`config.mk`:
```
export PLATFORM = sky130hd
export DESIGN_NAME = id_ex_stage
export DESIGN_NICKNAME = d
export VERILOG_FILES = /design/src/rtl/pipe_pkg.sv /design/src/rtl/hazard_detect.sv /design/src/rtl/id_ex_stage.sv
export SDC_FILE = /design/constraint.sdc
export NUM_CORES = 1
export LEC_CHECK = 0
export CORE_MARGIN = 5
export CORE_UTILIZATION = 39
export DETAILED_ROUTE_END_ITERATION = 16
export GPL_ROUTABILITY_DRIVEN = 1
export PLACE_DENSITY = 0.83
export REMOVE_ABC_BUFFERS = 1
export SYNTH_ARGS = -nofsm -noshare
export SYNTH_HDL_FRONTEND = slang
export SYNTH_SLANG_ARGS = --single-unit
export TNS_END_PERCENT = 100
```
`constraint.sdc`:
```
create_clock -name clk -period 2.2 [get_ports clk]
set_clock_uncertainty 0.1 [all_clocks]
set_input_delay 0.22 -clock clk [delete_from_list [all_inputs] [get_ports clk]]
set_output_delay 0.22 -clock clk [all_outputs]
set_load 0.02 [all_outputs]
```
`src/rtl/pipe_pkg.sv`:
```
// ============================================================
// pipe_pkg : shared pipeline widths and control-bundle layout
// Rev 1.0
// ============================================================
`default_nettype none

package pipe_pkg;

   localparam int XLEN   = 32;
   localparam int CTRL_W = 12;
   localparam int REG_W  = 5;

   // Bit positions inside the decoded control bundle handed to EX
   localparam int CTRL_ALU_OP_LSB = 0;
   localparam int CTRL_ALU_OP_MSB = 3;
   localparam int CTRL_ALU_SRC    = 4;
   localparam int CTRL_REG_WRITE  = 5;
   localparam int CTRL_MEM_WRITE  = 6;
   localparam int CTRL_BRANCH     = 7;
   localparam int CTRL_JUMP       = 8;
   localparam int CTRL_WB_SEL_LSB = 9;
   localparam int CTRL_WB_SEL_MSB = 10;
   localparam int CTRL_LINK       = 11;

   localparam logic [CTRL_W-1:0] CTRL_NOP = '0;

endpackage

`default_nettype wire

```
`src/rtl/hazard_detect.sv`:
```
// ============================================================
// hazard_detect : load-use hazard between ID and a load in EX
// Rev 1.0
// ============================================================
`default_nettype none

module hazard_detect
   import pipe_pkg::*;
(
   input  logic             id_valid,
   input  logic [REG_W-1:0] id_rs1,
   input  logic [REG_W-1:0] id_rs2,
   input  logic             id_uses_rs1,
   input  logic             id_uses_rs2,
   input  logic             ex_valid,
   input  logic             ex_mem_read,
   input  logic [REG_W-1:0] ex_rd,
   output logic             hazard
);

   logic rs1_match;
   logic rs2_match;

   assign rs1_match = id_uses_rs1 & (id_rs1 == ex_rd);
   assign rs2_match = id_uses_rs2 & (id_rs2 == ex_rd);

   // x0 is hard-wired, so a load targeting it never produces a dependency
   assign hazard = id_valid & ex_valid & ex_mem_read & (ex_rd != '0)
                 & (rs1_match | rs2_match);

endmodule

`default_nettype wire

```
`src/rtl/id_ex_stage.sv`:
```
// ============================================================
// id_ex_stage : ID->EX pipeline register with load-use bubble
// Rev 1.0
// ============================================================
`default_nettype none

module id_ex_stage #(
   parameter int XLEN   = pipe_pkg::XLEN,
   parameter int CTRL_W = pipe_pkg::CTRL_W,
   parameter int CNT_W  = 16
) (
   input  logic              clk,
   input  logic              rst,
   input  logic              id_valid,
   input  logic [XLEN-1:0]   id_pc,
   input  logic [4:0]        id_rs1,
   input  logic [4:0]        id_rs2,
   input  logic              id_uses_rs1,
   input  logic              id_uses_rs2,
   input  logic [4:0]        id_rd,
   input  logic [XLEN-1:0]   id_imm,
   input  logic [CTRL_W-1:0] id_ctrl,
   input  logic              id_mem_read,
   input  logic [XLEN-1:0]   id_rdata1,
   input  logic [XLEN-1:0]   id_rdata2,
   input  logic              flush,
   input  logic              ext_stall,
   output logic              stall_if_id,
   output logic              ex_valid,
   output logic [XLEN-1:0]   ex_pc,
   output logic [XLEN-1:0]   ex_imm,
   output logic [XLEN-1:0]   ex_op1,
   output logic [XLEN-1:0]   ex_op2,
   output logic [4:0]        ex_rs1,
   output logic [4:0]        ex_rs2,
   output logic [4:0]        ex_rd,
   output logic [CTRL_W-1:0] ex_ctrl,
   output logic              ex_mem_read,
   output logic [CNT_W-1:0]  hazard_cnt
);

   logic hazard;

   hazard_detect u_hazard_detect (
      .id_valid    (id_valid),
      .id_rs1      (id_rs1),
      .id_rs2      (id_rs2),
      .id_uses_rs1 (id_uses_rs1),
      .id_uses_rs2 (id_uses_rs2),
      .ex_valid    (ex_valid),
      .ex_mem_read (ex_mem_read),
      .ex_rd       (ex_rd),
      .hazard      (hazard)
   );

   // A redirect discards whatever IF/ID holds, so there is nothing to hold
   assign stall_if_id = (hazard | ext_stall) & ~flush;

   always_ff @(posedge clk) begin
      if (!rst) begin
         ex_valid    <= 1'b0;
         ex_pc       <= '0;
         ex_imm      <= '0;
         ex_op1      <= '0;
         ex_op2      <= '0;
         ex_rs1      <= '0;
         ex_rs2      <= '0;
         ex_rd       <= '0;
         ex_ctrl     <= CTRL_W'(pipe_pkg::CTRL_NOP);
         ex_mem_read <= 1'b0;
         hazard_cnt  <= '0;
      end else if (flush) begin
         ex_valid    <= 1'b0;
         ex_ctrl     <= CTRL_W'(pipe_pkg::CTRL_NOP);
         ex_mem_read <= 1'b0;
      end else if (ext_stall) begin
         ex_valid    <= ex_valid;
      end else if (hazard) begin
         // Bubble: data fields keep their old contents, only control is killed
         ex_valid    <= 1'b0;
         ex_ctrl     <= CTRL_W'(pipe_pkg::CTRL_NOP);
         ex_mem_read <= 1'b0;
         if (hazard_cnt != '1) begin
            hazard_cnt <= hazard_cnt + 1'b1;
         end
      end else begin
         ex_valid    <= id_valid;
         ex_pc       <= id_pc;
         ex_imm      <= id_imm;
         ex_op1      <= id_rdata1;
         ex_op2      <= id_rdata2;
         ex_rs1      <= id_rs1;
         ex_rs2      <= id_rs2;
         ex_rd       <= id_rd;
         ex_ctrl     <= id_valid ? id_ctrl : CTRL_W'(pipe_pkg::CTRL_NOP);
         ex_mem_read <= id_valid & id_mem_read;
      end
   end

endmodule

`default_nettype wire

```
==> reports/metrics.yaml, run 1 <==
timing:
  worst_pin_slew_ps: 588
  setup_viol: 0
  rsz0062_at_grt: "no"
  maxSlewHeadroom: 0.608
  slew_viol_final: 0
  fin_crit_sh: 0.956
  fmax_ghz: 0.475
  tns_ps: 0
  final_hold_viol_count: 0
  period_needed_ps: 2100
synth:
  yosysWarnings: 0
  synthCells: 782
  syn_area_um2: 6300
  synth_flop_cell: "dfxtp_1"
  syn_avg_cell_area_um2: 8.06
  ys_types: 32
  synthArstFlopShare: 0
  synth_edf_count: 0
  ys_ff_latch: 173
  ys_seq_area_frac: 0.550
clocking:
  cts_tree: "done"
  numCtsBuffers: 17
  htree_levels: 4
  clockRootBuffer: "clkbuf_16"
  clk_path_buf_depth: 2
  clock_latency_ps: 420
  ctsHoldBuffers: 0
  cts_sinks: 173
  clk_pin_slew_worst_paths_ps: 60
grt:
  grt_max_degree: 46
  antenna_found_initial: 0
  grt_pass1_vias: 6428
  grt_use_total: 0.223
  grt_pass1_wl_mm: 32.9
  grt_overflow: 0
setup_path:
  r2r_slack_ps: 120
  worstPathRequired_ps: 1880
  path_max_fanout: 3
  rr_endpoint: "hazard_cnt[9]$_SDFFE_PN0P_"
  critPathSlowestCell: "dfxtp_4"
  max_stage_delay_ps: 370
  end_kind: "primary output"
  path_buf_inv: 1
  critPathLaunchType: "flop"
  reg2reg_from: "ex_rd[0]$_SDFFE_PN0P_"
  cp_data_arrival_time_ps: 1780
  worstPathCellList: "xnor2_2 > nand4_1 > o22ai_2 > a21oi_1 > nor2_1 > buf_2"
  critPathTopFamily: "flip-flops"
  reg2reg_depth: 7
  critPathKind: "reg2out"
power_and_ir_drop:
  power_density_nw_per_um2: 700
  seqPwrFrac: 0.440
  p_switching_uw: 1840
  sw_frac_of_total: 0.243
  intPower_uw: 5720
  ir_worst_vdd_mv: 0.479
  pwr-share-clk: 0.409
  p_leak_uw: 0.00387
  combPwrFrac: 0.151
drt:
  wl_met1_mm: 8.00
  wl_mm: 22.2
  drtIter0Drc: 352
  drc: 0
  highest_layer: "met4"
  wl_met2_mm: 11.0
  vias: 6644
  met3_length_mm: 2.44
  firstDrtPassIters: 4
  via_per_inst: 4.92
  ant_nets: 0
  routedWlPerCell_um: 16.4
placed_design:
  gp_congestion: 0.907
  io_buffers: 336
  hpwl_mm: 16.4
  dpl.cell_count: 1321
final_layout:
  syn_to_final_growth_pct: 71.2
  fin_nets: 1288
  antennaDiodeCount: 0
  stdcell_count: 1351
  layout-drive-gt1-share: 0.0767
  n_fill_cell: 1223
min_path:
  hp-class: "in2reg"
  worstHoldPathCells: 3
  hold_path_end: "ex_rd[0]$_SDFFE_PN0P_"
  worstHoldStart: "id_rd[0]"
floorplanning:
  die_h_um: 137
  row_count: 46
  dieArea_um2: 18800
  die_w_um: 137
  start_util: 0.397
  io_pins: 337
  core_area_um2: 15900
run_status:
  outcome: "finished clean"
run:
  drv_cap: 0
-- power groups by stage --
stage	combinational, uW	sequential (uW)	clock [uW]
after floorplan	269	3540	0
after global placement	1130	3390	0
after detailed placement	1140	3390	0
after CTS	1150	3320	3160
after global routing	1220	3340	3270
final	1140	3320	3090
-- state kept, by name, summed over array words and instances, names as in the netlist --
signal / count
ex_imm: 32
ex_op1: 32
ex_op2: 32
ex_pc: 32
hazard_cnt: 16
ex_ctrl: 12
ex_rd: 5
ex_rs1: 5
ex_rs2: 5
ex_mem_read: 1
ex_valid: 1
-- final cells by class --
class / instances / area, um2 / area share
clock buffers: 21 / 460 / 0.0427
clock inverters: 9 / 138 / 0.0128
inverters: 2 / 10.0 / 0.000928
multi-input cells: 553 / 2620 / 0.243
flip-flops and latches: 173 / 3480 / 0.322
well taps: 216 / 270 / 0.0251
repair buffers: 377 / 3810 / 0.353
-- through the flow --
step	util	total power, uW	area [um2]	hold slack (ps)	setup WS (ps)
CTS	0.677	7630	10800	223	29.4
floorplan	-	3810	6050	253	-2140
finish	0.679	7550	10800	236	96.2
global placement	0.638	4520	10100	340	-234
detailed placement	0.638	4540	10100	345	-272
global route	0.679	7830	10800	233	37.1
-- layer usage --
| layer | global-route usage | up-vias |
|---|---|---|
| met4 | 0.102 | 0 |
| li1 | - | 3273 |
| met5 | 0 | - |
| met1 | 0.235 | 3028 |
| met2 | 0.388 | 290 |
| met3 | 0.0919 | 53 |
-- worst max path at each step --
stage,startpoint,endpoint,slack (ps),cells past startpoint
6_report,ex_rd[0]$_SDFFE_PN0P_,stall_if_id,100,6
5_1_grt,ex_rd[1]$_SDFFE_PN0P_,stall_if_id,40,6
4_1_cts,ex_rd[2]$_SDFFE_PN0P_,hazard_cnt[9]$_SDFFE_PN0P_,30,8
3_5_place_dp,id_rs1[0],stall_if_id,-270,7
3_3_place_gp,id_rs1[0],stall_if_id,-230,7
2_1_floorplan,ex_rd[3]$_SDFFE_PN0P_,ex_imm[0]$_SDFFE_PN0P_,-2140,6
-- placed cells by master (no fill, tap or decap), types with 10 or more instances in the layout --
master           count
buf_12              11
a32oi_1             13
o21ai_0             11
buf_4               28
dfxtp_1            169
nor2_1              20
a21oi_1            155
nand2_1            293
clkbuf_16           17
clkdlybuf4s50_1    335
or3_1               10
-- worst register-to-register path, cell delays in order, from the launching register on --
cell	delay, ps
dfxtp_4	370
xnor2_2	150
nand4_1	190
o22ai_2	230
buf_4	190
nand3_4	100
or4_4	530
a21oi_2	150
-- kinds of logic (layout without fill, tap and decap cells) --
kind of cell,Yosys count,after routing,share of synthesized area
simple gates,352,352,0.227
compound gates,186,186,0.160
flops,173,173,0.550
buf+inv,56,409,0.0419
xor+xnor,13,13,0.0181
fa+ha+maj,1,1,0.00198
mux,1,1,0.00159
-- cells in the mapped netlist, types with 3 or more instances --
cell type    n  area (um2)
nand2_1    293        1100
a32oi_1     13         114
buf_2       19        95.1
dfxtp_1    173        3460
xnor2_1     10        87.6
nand3_1      6        30.0
o21ai_0     11        55.1
nand4_1      9        56.3
a21oi_1    156         781
buf_4        8        60.1
or3_1       10        62.6
xor2_1       3        26.3
clkbuf_1    27         101
nor2_1      20        75.1
-- what timing repair did --
action                     CTS  global route
buffers inserted             1             0
setup endpoints to repair    2            13
gates resized for setup      9            10
pin swaps                    2             6
Note: power is estimated with default switching activity, not from simulation.
==> run 2: changes to the inputs <==
- CORE_ASPECT_RATIO: default -> 1.25
==> run 2 against run 1 <==
Against the previous run: via count shrank 0.62%; wire length shrank 1.9%; largest power group unchanged; power is 0.74% lower; die area about the same; sequential share of layout area barely moved; register-to-register slack is essentially flat.
==> reports/metrics.yaml, run 2 (same netlist as run 1, synthesis figures left out) <==
timing:
  period_needed_ps: 2110  # was 2100 ps
  setup_viol: 0  # unchanged
  maxSlewHeadroom: 0.638  # was 0.608
  fmax_ghz: 0.474  # was 0.475 GHz
  rsz0062_at_grt: "no"  # unchanged
  fin_crit_sh: 0.959  # was 0.956
  worst_pin_slew_ps: 543  # was 588 ps
  slew_viol_final: 0  # unchanged
  final_hold_viol_count: 0  # unchanged
  finalWorstSetupSlack_ps: 91.0  # was 96.2 ps
  tns_ps: 0  # unchanged
clocking:
  cts_tree: "done"  # unchanged
  cts_sinks: 173  # unchanged
  post-cts-setup-buffer-count: 0  # was 1
  clk_pin_slew_worst_paths_ps: 70  # was 60 ps
  clk_path_buf_depth: 2  # unchanged
  clock_latency_ps: 420  # about the same
  clockRootBuffer: "clkbuf_16"  # unchanged
  htree_levels: 4  # unchanged
  numCtsBuffers: 17  # unchanged
  ctsHoldBuffers: 0  # unchanged
setup_path:
  max_stage_delay_ps: 420  # was 370 ps
  reg2reg_from: "ex_rd[0]$_SDFFE_PN0P_"  # unchanged
  worstPathRequired_ps: 1880  # about the same
  critPathLaunchType: "flop"  # unchanged
  reg2reg_depth: 8  # was 7
  crit_start: "ex_rd[0]$_SDFFE_PN0P_"  # unchanged
  path_max_fanout: 3  # unchanged
  rr_endpoint: "hazard_cnt[5]$_SDFFE_PN0P_"  # was hazard_cnt[9]$_SDFFE_PN0P_
  critPathSlowestCell: "dfxtp_1"  # was dfxtp_4
  end_kind: "primary output"  # unchanged
  cp_data_arrival_time_ps: 1790  # was 1780 ps
  worstPathCellList: "xnor2_1 > nand4_1 > o22ai_2 > a21oi_1 > nor2_1 > clkdlybuf4s15_2"  # was xnor2_2 > nand4_1 > o22ai_2 > a21oi_1 > nor2_1 > buf_2
  cp-endpoint: "stall_if_id"  # unchanged
  r2r_slack_ps: 110  # was 120 ps
  critPathKind: "reg2out"  # unchanged
floorplanning:
  row_count: 52  # was 46
  dieArea_um2: 18800  # about the same
  die_w_um: 124  # was 137 um
  core_area_um2: 16100  # was 15900 um2
  start_util: 0.392  # was 0.397
  die_h_um: 152  # was 137 um
  io_pins: 337  # unchanged
final_layout:
  mostFrequentLayoutCells: "clkdlybuf4s50_1 (335), nand2_1 (293), dfxtp_1 (170)"  # was clkdlybuf4s50_1 (335), nand2_1 (293), dfxtp_1 (169)
  fin_nets: 1287  # was 1288
  stdcell_area_um2: 10700  # was 10800 um2
  syn_to_final_growth_pct: 70.4  # was 71.2%
  antennaDiodeCount: 0  # unchanged
  stdcell_count: 1352  # was 1351
  mostFrequentLayoutCell: "clkdlybuf4s50_1"  # unchanged
  layout-drive-gt1-share: 0.0748  # was 0.0767
drt:
  routedWlPerCell_um: 16.1  # was 16.4 um
  vias: 6603  # was 6644
  via_per_inst: 4.88  # was 4.92
  drc: 0  # unchanged
  firstDrtPassIters: 4  # unchanged
  ant_nets: 0  # unchanged
  wl_mm: 21.7  # was 22.2 mm
  drtIter0Drc: 447  # was 352
grt:
  grt_pass1_vias: 6366  # was 6428
  grt_pass1_wl_mm: 33.2  # was 32.9 mm
  grt_max_degree: 84  # was 46
  grt_use_total: 0.224  # was 0.223
  antenna_found_initial: 1  # was 0
  grt_overflow: 0  # unchanged
min_path:
  hp-class: "in2reg"  # unchanged
  worstHoldPathCells: 3  # unchanged
placed_design:
  dpl.cell_count: 1320  # was 1321
  hpwl_mm: 16.1  # was 16.4 mm
  place_ws_ps: -146  # was -272 ps
  gp_congestion: 0.861  # was 0.907
  io_buffers: 336  # unchanged
  placed_area_um2: 10100  # about the same
run_status:
  outcome: "finished clean"  # unchanged
power_and_ir_drop:
  combPwrFrac: 0.151  # about the same
  p_leak_uw: 0.00385  # was 0.00387 uW
  p_switching_uw: 1900  # was 1840 uW
  ir_worst_vdd_mv: 0.579  # was 0.479 mV
  sw_frac_of_total: 0.253  # was 0.243
  seqPwrFrac: 0.443  # was 0.440
  power_density_nw_per_um2: 698  # was 700 nW/um2
  intPower_uw: 5600  # was 5720 uW
  pwr-share-clk: 0.405  # was 0.409
run:
  drv_cap: 0  # unchanged
-- run 2: timing repair --
item,CTS,global route
gates resized for setup,5,2
setup endpoints to repair,1,5
endpoints found under the hold margin,0,0
-- run 2: per-layer routing --
layer  vias to the layer above  share of wire  track usage
li1                       3273              -            -
met1                      2989           0.36        0.246
met2                       284           0.51        0.383
met3                        55          0.088       0.0740
met4                         2          0.037        0.102
met5                         -        0.00041            0
-- run 2: worst max-delay path: cells and delay by family (launching register included) --
family / cells / cell delay, ps
AO/OA/AOI/OAI: 2 / 320
XOR/XNOR: 1 / 140
buffers and inverters: 1 / 270
flip-flops: 1 / 420
AND/OR/NAND/NOR: 2 / 230
-- run 2: power groups by stage --
stage | sequential [uW] | combinational [uW] | clock (uW)
CTS | 3320 | 1140 | 3090
global route | 3340 | 1210 | 3260
floorplan | 3540 | 269 | 0
global placement | 3390 | 1120 | 0
detailed placement | 3390 | 1140 | 0
finish | 3320 | 1140 | 3040
-- run 2: layout make-up --
class	count	area (um2)
fillers	1255	5330
repair buffers	376	3800
flip-flops and latches	173	3470
multi-input cells	553	2590
clock buffers	19	443
well taps	216	270
clock inverters	13	153
inverters	2	10.0
-- run 2: stage by stage --
step | util | power [uW] | hold WS (ps)
floorplan | - | 3810 | 253
finish | 0.668 | 7500 | 238
CTS | 0.668 | 7560 | 219
global placement | 0.631 | 4510 | 341
detailed placement | 0.631 | 4530 | 346
global route | 0.668 | 7800 | 220
-- run 2: worst min path at each step --
| stage | startpoint | end |
|---|---|---|
| after floorplan | ext_stall | ex_mem_read$_SDFFE_PP0N_ |
| after global placement | ex_pc[29]$_SDFFE_PN0P_ | ex_pc[29]$_SDFFE_PN0P_ |
| after detailed placement | ex_imm[20]$_SDFFE_PN0P_ | ex_imm[20]$_SDFFE_PN0P_ |
| after CTS | id_rdata1[14] | ex_op1[14]$_SDFFE_PN0P_ |
| after global routing | id_pc[27] | ex_pc[27]$_SDFFE_PN0P_ |
| final | id_rdata1[20] | ex_op1[20]$_SDFFE_PN0P_ |
